$ cat src/rtl/core_pkg.sv
// Shared definitions for the RV64 core: datapath width, load funct3 encodings
// and the writeback stage state type.
package core_pkg;

    localparam int XLEN = 64;

    // Load funct3 encodings; bit 2 selects zero-extension, bits 1:0 the size.
    localparam logic [2:0] F3_LB  = 3'b000;
    localparam logic [2:0] F3_LH  = 3'b001;
    localparam logic [2:0] F3_LW  = 3'b010;
    localparam logic [2:0] F3_LD  = 3'b011;
    localparam logic [2:0] F3_LBU = 3'b100;
    localparam logic [2:0] F3_LHU = 3'b101;
    localparam logic [2:0] F3_LWU = 3'b110;

    typedef enum logic [1:0] {
        IDLE     = 2'd0,
        WAIT_MEM = 2'd1,
        WRITE    = 2'd2,
        ERR      = 2'd3
    } wb_state_t;

endpackage

$ cat src/rtl/load_extend.sv
// Combinational load formatter: picks the addressed field out of an aligned
// doubleword, sign- or zero-extends it, and flags misaligned or illegal loads.
// Kept standalone so the forwarding path can share it.
module load_extend
    import core_pkg::*;
(
    input  logic [63:0] mem_rdata_i,
    input  logic [2:0]  addr_lo_i,
    input  logic [2:0]  funct3_i,
    output logic [63:0] data_o,
    output logic        misaligned_o,
    output logic        illegal_o
);

    logic [63:0] shifted;

    assign shifted = mem_rdata_i >> {addr_lo_i, 3'b000};

    // Alignment depends only on the access size held in funct3[1:0].
    always_comb begin
        misaligned_o = 1'b0;
        case (funct3_i[1:0])
            2'b01:   misaligned_o = addr_lo_i[0];
            2'b10:   misaligned_o = |addr_lo_i[1:0];
            2'b11:   misaligned_o = |addr_lo_i;
            default: misaligned_o = 1'b0;
        endcase
    end

    // Truncate the shifted doubleword to the load size and extend it.
    always_comb begin
        data_o    = shifted;
        illegal_o = 1'b0;
        case (funct3_i)
            F3_LB:   data_o = {{56{shifted[7]}},  shifted[7:0]};
            F3_LH:   data_o = {{48{shifted[15]}}, shifted[15:0]};
            F3_LW:   data_o = {{32{shifted[31]}}, shifted[31:0]};
            F3_LD:   data_o = shifted;
            F3_LBU:  data_o = {56'd0, shifted[7:0]};
            F3_LHU:  data_o = {48'd0, shifted[15:0]};
            F3_LWU:  data_o = {32'd0, shifted[31:0]};
            default: begin
                data_o    = shifted;
                illegal_o = 1'b1;
            end
        endcase
    end

endmodule

$ cat src/rtl/writeback_stage.sv
// Final stage of the sequential RV64 core. Retires one instruction per
// handshake, waits for memory on loads, and drives the register file write
// port with single-cycle registered pulses.
module writeback_stage
    import core_pkg::*;
#(
    parameter int XLEN    = 64,
    parameter int TIMEOUT = 255
) (
    input  logic            clk,
    input  logic            rst,
    input  logic            in_valid,
    output logic            in_ready,
    input  logic [4:0]      in_rd,
    input  logic            in_reg_write,
    input  logic            in_is_load,
    input  logic [2:0]      in_funct3,
    input  logic [2:0]      in_addr_lo,
    input  logic [XLEN-1:0] in_alu_result,
    input  logic            mem_rvalid,
    input  logic [XLEN-1:0] mem_rdata,
    output logic [4:0]      rd_addr,
    output logic [XLEN-1:0] rd_data,
    output logic            reg_write,
    output logic            wb_done,
    output logic            wb_error
);

    wb_state_t       state_q;
    logic            in_ready_q;
    logic [4:0]      rd_q;
    logic            reg_write_en_q;
    logic [2:0]      funct3_q;
    logic [2:0]      addr_lo_q;
    logic [7:0]      cnt_q;
    logic [4:0]      rd_addr_q;
    logic [XLEN-1:0] rd_data_q;
    logic            reg_write_q;
    logic            wb_done_q;
    logic            wb_error_q;

    logic            accept;
    logic [2:0]      ext_funct3;
    logic [2:0]      ext_addr_lo;
    logic [63:0]     ext_data;
    logic            ext_misaligned;
    logic            ext_illegal;

    assign accept = in_valid && in_ready_q;

    // In IDLE the formatter checks the incoming load; afterwards it works on the latched fields.
    assign ext_funct3  = (state_q == IDLE) ? in_funct3  : funct3_q;
    assign ext_addr_lo = (state_q == IDLE) ? in_addr_lo : addr_lo_q;

    load_extend u_load_extend (
        .mem_rdata_i  (mem_rdata),
        .addr_lo_i    (ext_addr_lo),
        .funct3_i     (ext_funct3),
        .data_o       (ext_data),
        .misaligned_o (ext_misaligned),
        .illegal_o    (ext_illegal)
    );

    // Retirement FSM with registered outputs; pulses default low every cycle.
    always_ff @(posedge clk) begin
        if (rst) begin
            state_q        <= IDLE;
            in_ready_q     <= 1'b1;
            rd_q           <= 5'd0;
            reg_write_en_q <= 1'b0;
            funct3_q       <= 3'd0;
            addr_lo_q      <= 3'd0;
            cnt_q          <= 8'd0;
            rd_addr_q      <= 5'd0;
            rd_data_q      <= '0;
            reg_write_q    <= 1'b0;
            wb_done_q      <= 1'b0;
            wb_error_q     <= 1'b0;
        end else begin
            reg_write_q <= 1'b0;
            wb_done_q   <= 1'b0;
            wb_error_q  <= 1'b0;
            case (state_q)
                IDLE: begin
                    if (accept) begin
                        rd_q           <= in_rd;
                        reg_write_en_q <= in_reg_write;
                        funct3_q       <= in_funct3;
                        addr_lo_q      <= in_addr_lo;
                        cnt_q          <= 8'd0;
                        in_ready_q     <= 1'b0;
                        if (!in_is_load) begin
                            state_q     <= WRITE;
                            rd_addr_q   <= in_rd;
                            rd_data_q   <= in_alu_result;
                            reg_write_q <= in_reg_write && (in_rd != 5'd0);
                            wb_done_q   <= 1'b1;
                        end else if (ext_misaligned || ext_illegal) begin
                            state_q    <= ERR;
                            wb_done_q  <= 1'b1;
                            wb_error_q <= 1'b1;
                        end else begin
                            state_q <= WAIT_MEM;
                        end
                    end
                end
                WAIT_MEM: begin
                    if (mem_rvalid) begin
                        state_q     <= WRITE;
                        rd_addr_q   <= rd_q;
                        rd_data_q   <= ext_data;
                        reg_write_q <= reg_write_en_q && (rd_q != 5'd0);
                        wb_done_q   <= 1'b1;
                    end else if (cnt_q == 8'(TIMEOUT - 1)) begin
                        state_q    <= ERR;
                        wb_done_q  <= 1'b1;
                        wb_error_q <= 1'b1;
                    end else begin
                        cnt_q <= cnt_q + 8'd1;
                    end
                end
                WRITE, ERR: begin
                    state_q    <= IDLE;
                    in_ready_q <= 1'b1;
                end
                default: begin
                    state_q    <= IDLE;
                    in_ready_q <= 1'b1;
                end
            endcase
        end
    end

    assign in_ready  = in_ready_q;
    assign rd_addr   = rd_addr_q;
    assign rd_data   = rd_data_q;
    assign reg_write = reg_write_q;
    assign wb_done   = wb_done_q;
    assign wb_error  = wb_error_q;

endmodule

$ cat config.mk
export PLATFORM = sky130hd
export DESIGN_NAME = writeback_stage
export DESIGN_NICKNAME = d
export VERILOG_FILES = /design/src/rtl/core_pkg.sv /design/src/rtl/load_extend.sv /design/src/rtl/writeback_stage.sv
export SDC_FILE = /design/constraint.sdc
export NUM_CORES = 1
export LEC_CHECK = 0
export ABC_AREA = 0
export BUFFER_PORTS_ARGS = -buffer_cell sky130_fd_sc_hd__buf_2
export CAP_MARGIN = 20
export CORE_UTILIZATION = 46
export DETAILED_ROUTE_END_ITERATION = 10
export PLACE_DENSITY_LB_ADDON = 0.08
export SLEW_MARGIN = 5
export SYNTH_ARGS = -nofsm -noshare
export SYNTH_HDL_FRONTEND = slang
export SYNTH_SLANG_ARGS = --single-unit
$ cat constraint.sdc
create_clock -name clk -period 2.5 [get_ports clk]
set_input_delay 0.125 -clock clk [delete_from_list [all_inputs] [get_ports clk]]
set_output_delay 0.125 -clock clk [all_outputs]
set_load 0.01 [all_outputs]
==> flow_summary.yaml <==
setup_path:
  cp_num_buf_inv: 3
  critical_path.startpoint_type: "flip-flop"
  path_cells: "or3b_4 > and2_4 > buf_6 > a2111oi_4 > a2111oi_4 > and3_4 > nor3_4 > buf_6 > clkbuf_16 > o211ai_1"
  crit_type: "flip-flop to flip-flop"
  cp.depth: 10
  crit_arrival_ns: 2.71
  worstReg2RegStart: "state_q[1]"
  reg2regPathDepth: 10
  cp.required_ns: 2.73
  endpoint_kind: "flip-flop"
  crit_fanout: 7
  cp_top_family: "simple AND/OR/NAND/NOR gates"
  slowest_delay_ns: 0.41
  critPathSlowestCell: "or3b_4"
  crit_path_end: "rd_data[45]"
  worstReg2RegEnd: "rd_data[45]"
  ff2ff_setup_slack_ns: 0.02
  startpoint: "state_q[1]"
drt:
  wirelength_microns: 22930
  num_vias: 7089
  drtIter0Drc: 682
  ant_nets: 0
  wl_per_cell_microns: 19.27
  wl_met2_microns: 10590
  highest_layer: "met4"
  dr.pass1.iters: 5
  wl_met1_microns: 10030
  met3WireLength_microns: 1679
  remaining_drc_errors: 0
  routed_via_density: 5.957
yosys:
  synth.top_cell.area_share: 0.3066
  yosys.area.top_type: "dfxtp_1"
  syn_inst: 789
  synth-seq-cells: 95
  ys_types: 60
  yosys-top-cells-area: "dfxtp_1, nand2_1, mux2i_1"
  netlist_area_sq_um: 6203
  synth-seq-area-share: 0.3066
  yosysWarningCount: 0
  ys_async_sr_fraction: 0
  ys.flop_type: "dfxtp_1"
  synth_fp_nets: 936
  synth_edf_count: 0
  synth_area_per_cell_sq_um: 7.862
finish:
  finish.cell_count_without_fillers: 1190
  final_common_cell: "buf_2"
  area_growth_pct: 31.08
  final_util: 0.6165
  stdcell_area_sq_um: 8132
  drive_gt1_frac: 0.3406
  nNetsFinal: 1155
  layout_common_cells: "buf_2, nand2_1, dfxtp_1"
pwr:
  power_density_nw_per_um2: 604.2
  leakage_nw: 3.526
  internal_power_mw: 3.198
  pwr-share-clk: 0.298
  p_comb_frac: 0.351
  vdd_drop_max_v: 0.0002955
  power_frac_seq: 0.350
  p_sw_frac: 0.3491
  net-switching-power_mw: 1.715
clock_network:
  root_buffer: "clkbuf_16"
  clk_pin_slew_ns: 0.07
  numCtsBuffers: 9
  h-tree-depth: 3
  clock-sinks: 95
  cts_hold_buf: 0
  clock_path_buffers: 2
  clock_latency_ns: 0.35
  cts_tree: "yes"
sta:
  fin_crit_ns: 2.483
  setup_viol: 0
  finalHoldViolCount: 0
  worst_slack_ns: 0.01664
  report.final.slew_viol_count: 0
  fin_worst_skew_ns: 0.008837
  fin_setup_tns_ns: 0
  rsz0062_at_grt: "yes"
  final.period_utilization: 0.9933
  maxSlewHeadroom: 0.5487
  tightest_slew_ns: 0.6718
  fmax_mhz: 402.7
flow_run:
  maxCapViolCount: 0
placement:
  pre_cts_slack_ns: -0.007708
  placed_cells: 1163
  place_hpwl_microns: 17700
  placed_area_sq_um: 7646
  place_congestion: 0.9049
  io_buffers: 217
floorplan:
  die_area_sq_um: 13950
  die_y_microns: 118.1
  rows: 42
  pin_count: 218
  start_util: 0.4703
  die-width_microns: 118.1
  coreArea_sq_um: 13190
hold_path:
  hp-class: "input port to flip-flop"
status:
  status: "completed"
grt:
  grt_pass1_vias: 6731
  grt_max_degree: 53
  grt_overflow: 0
  antenna_found_initial: 1
  grt_pass1_wl_microns: 35450
  grt.total_usage: 0.3245
==> registers in the layout, indices dropped and copies added, names as in the netlist, 2 cells and up <==
name and count:
addr_lo_q 3, rd_q 5, state_q 2, cnt_q 8, funct3_q 3, rd_data 64, rd_addr 5
==> cells by family after synthesis <==
family          share of synthesized area
simple gates                       0.2235
compound gates                     0.2838
flops                              0.3066
buf+inv                           0.05688
mux                                0.1196
xor+xnor                         0.005647
fa+ha+maj                        0.004033
==> metal layers <==
metal | up-vias | track usage
met4 | 0 | 0.1290
met3 | 45 | 0.05261
met1 | 3382 | 0.4376
met2 | 324 | 0.5169
met5 | - | 0
li1 | 3338 | -
==> Yosys cell counts, drive strengths merged, types with 8 or more instances <==
master,n
buf,30
nand2b,12
dfxtp,95
nand2,187
o21ai,95
mux4,12
o211ai,27
clkbuf,39
nor3,14
nor2,40
a31oi,8
o31a,11
nand3,28
mux2i,46
a32oi,10
o2111ai,22
a21oi,32
==> repair_timing <==
action / CTS / global route
buffers inserted: 0 / 7
cloned: 0 / 3
resized for setup: 1 / 14
pin swaps: 0 / 18
endpoints found under the setup margin: 2 / 51
hold endpoints to repair: 0 / 0
==> worst register-to-register path: stages, from the launching register on <==
cell       delay, ns
dfxtp_4         0.37
or3b_4          0.41
and2_4          0.16
buf_6           0.13
a2111oi_4       0.38
a2111oi_4       0.09
and3_4          0.23
nor3_4          0.21
buf_6           0.16
clkbuf_16       0.15
o211ai_1        0.09
==> metrics by stage <==
stage	power, mW	hold WS, ns
floorplan	2.735	0.2610
global placement	3.352	0.3804
detailed placement	3.387	0.3875
CTS	4.840	0.01002
global route	5.137	0.02531
finish	4.913	0.01562
==> worst min path at each step <==
stage | startpoint | end | slack [ns] | cells past startpoint
final | in_reg_write | reg_write_en_q | 0.02 | 3
after CTS | in_reg_write | reg_write_en_q | 0.01 | 3
after detailed placement | in_reg_write | reg_write_en_q | 0.39 | 3
after global routing | in_rd[0] | rd_q[0] | 0.03 | 3
after floorplan | in_addr_lo[2] | addr_lo_q[2] | 0.26 | 2
after global placement | in_reg_write | reg_write_en_q | 0.38 | 3
==> power groups by stage <==
| stage | combinational [mW] | sequential [mW] | clock [mW] |
|---|---|---|---|
| 2_1_floorplan | 0.944 | 1.79 | 0 |
| 3_3_place_gp | 1.60 | 1.75 | 0 |
| 3_5_place_dp | 1.63 | 1.75 | 0 |
| 4_1_cts | 1.64 | 1.72 | 1.48 |
| 5_1_grt | 1.85 | 1.74 | 1.55 |
| 6_report | 1.73 | 1.72 | 1.47 |
==> cell type report <==
type                       count  area (sq um)
clock buffer                  11         252.7
multi-input combinational    623          4031
timing repair buffer         277          1649
clock inverter                 5         61.31
inverter                       2         7.507
antenna                        1         2.502
sequential                    95          1907
tap                          176         220.2
fill                        1250          5059
Note: power is estimated with default switching activity, not from simulation.
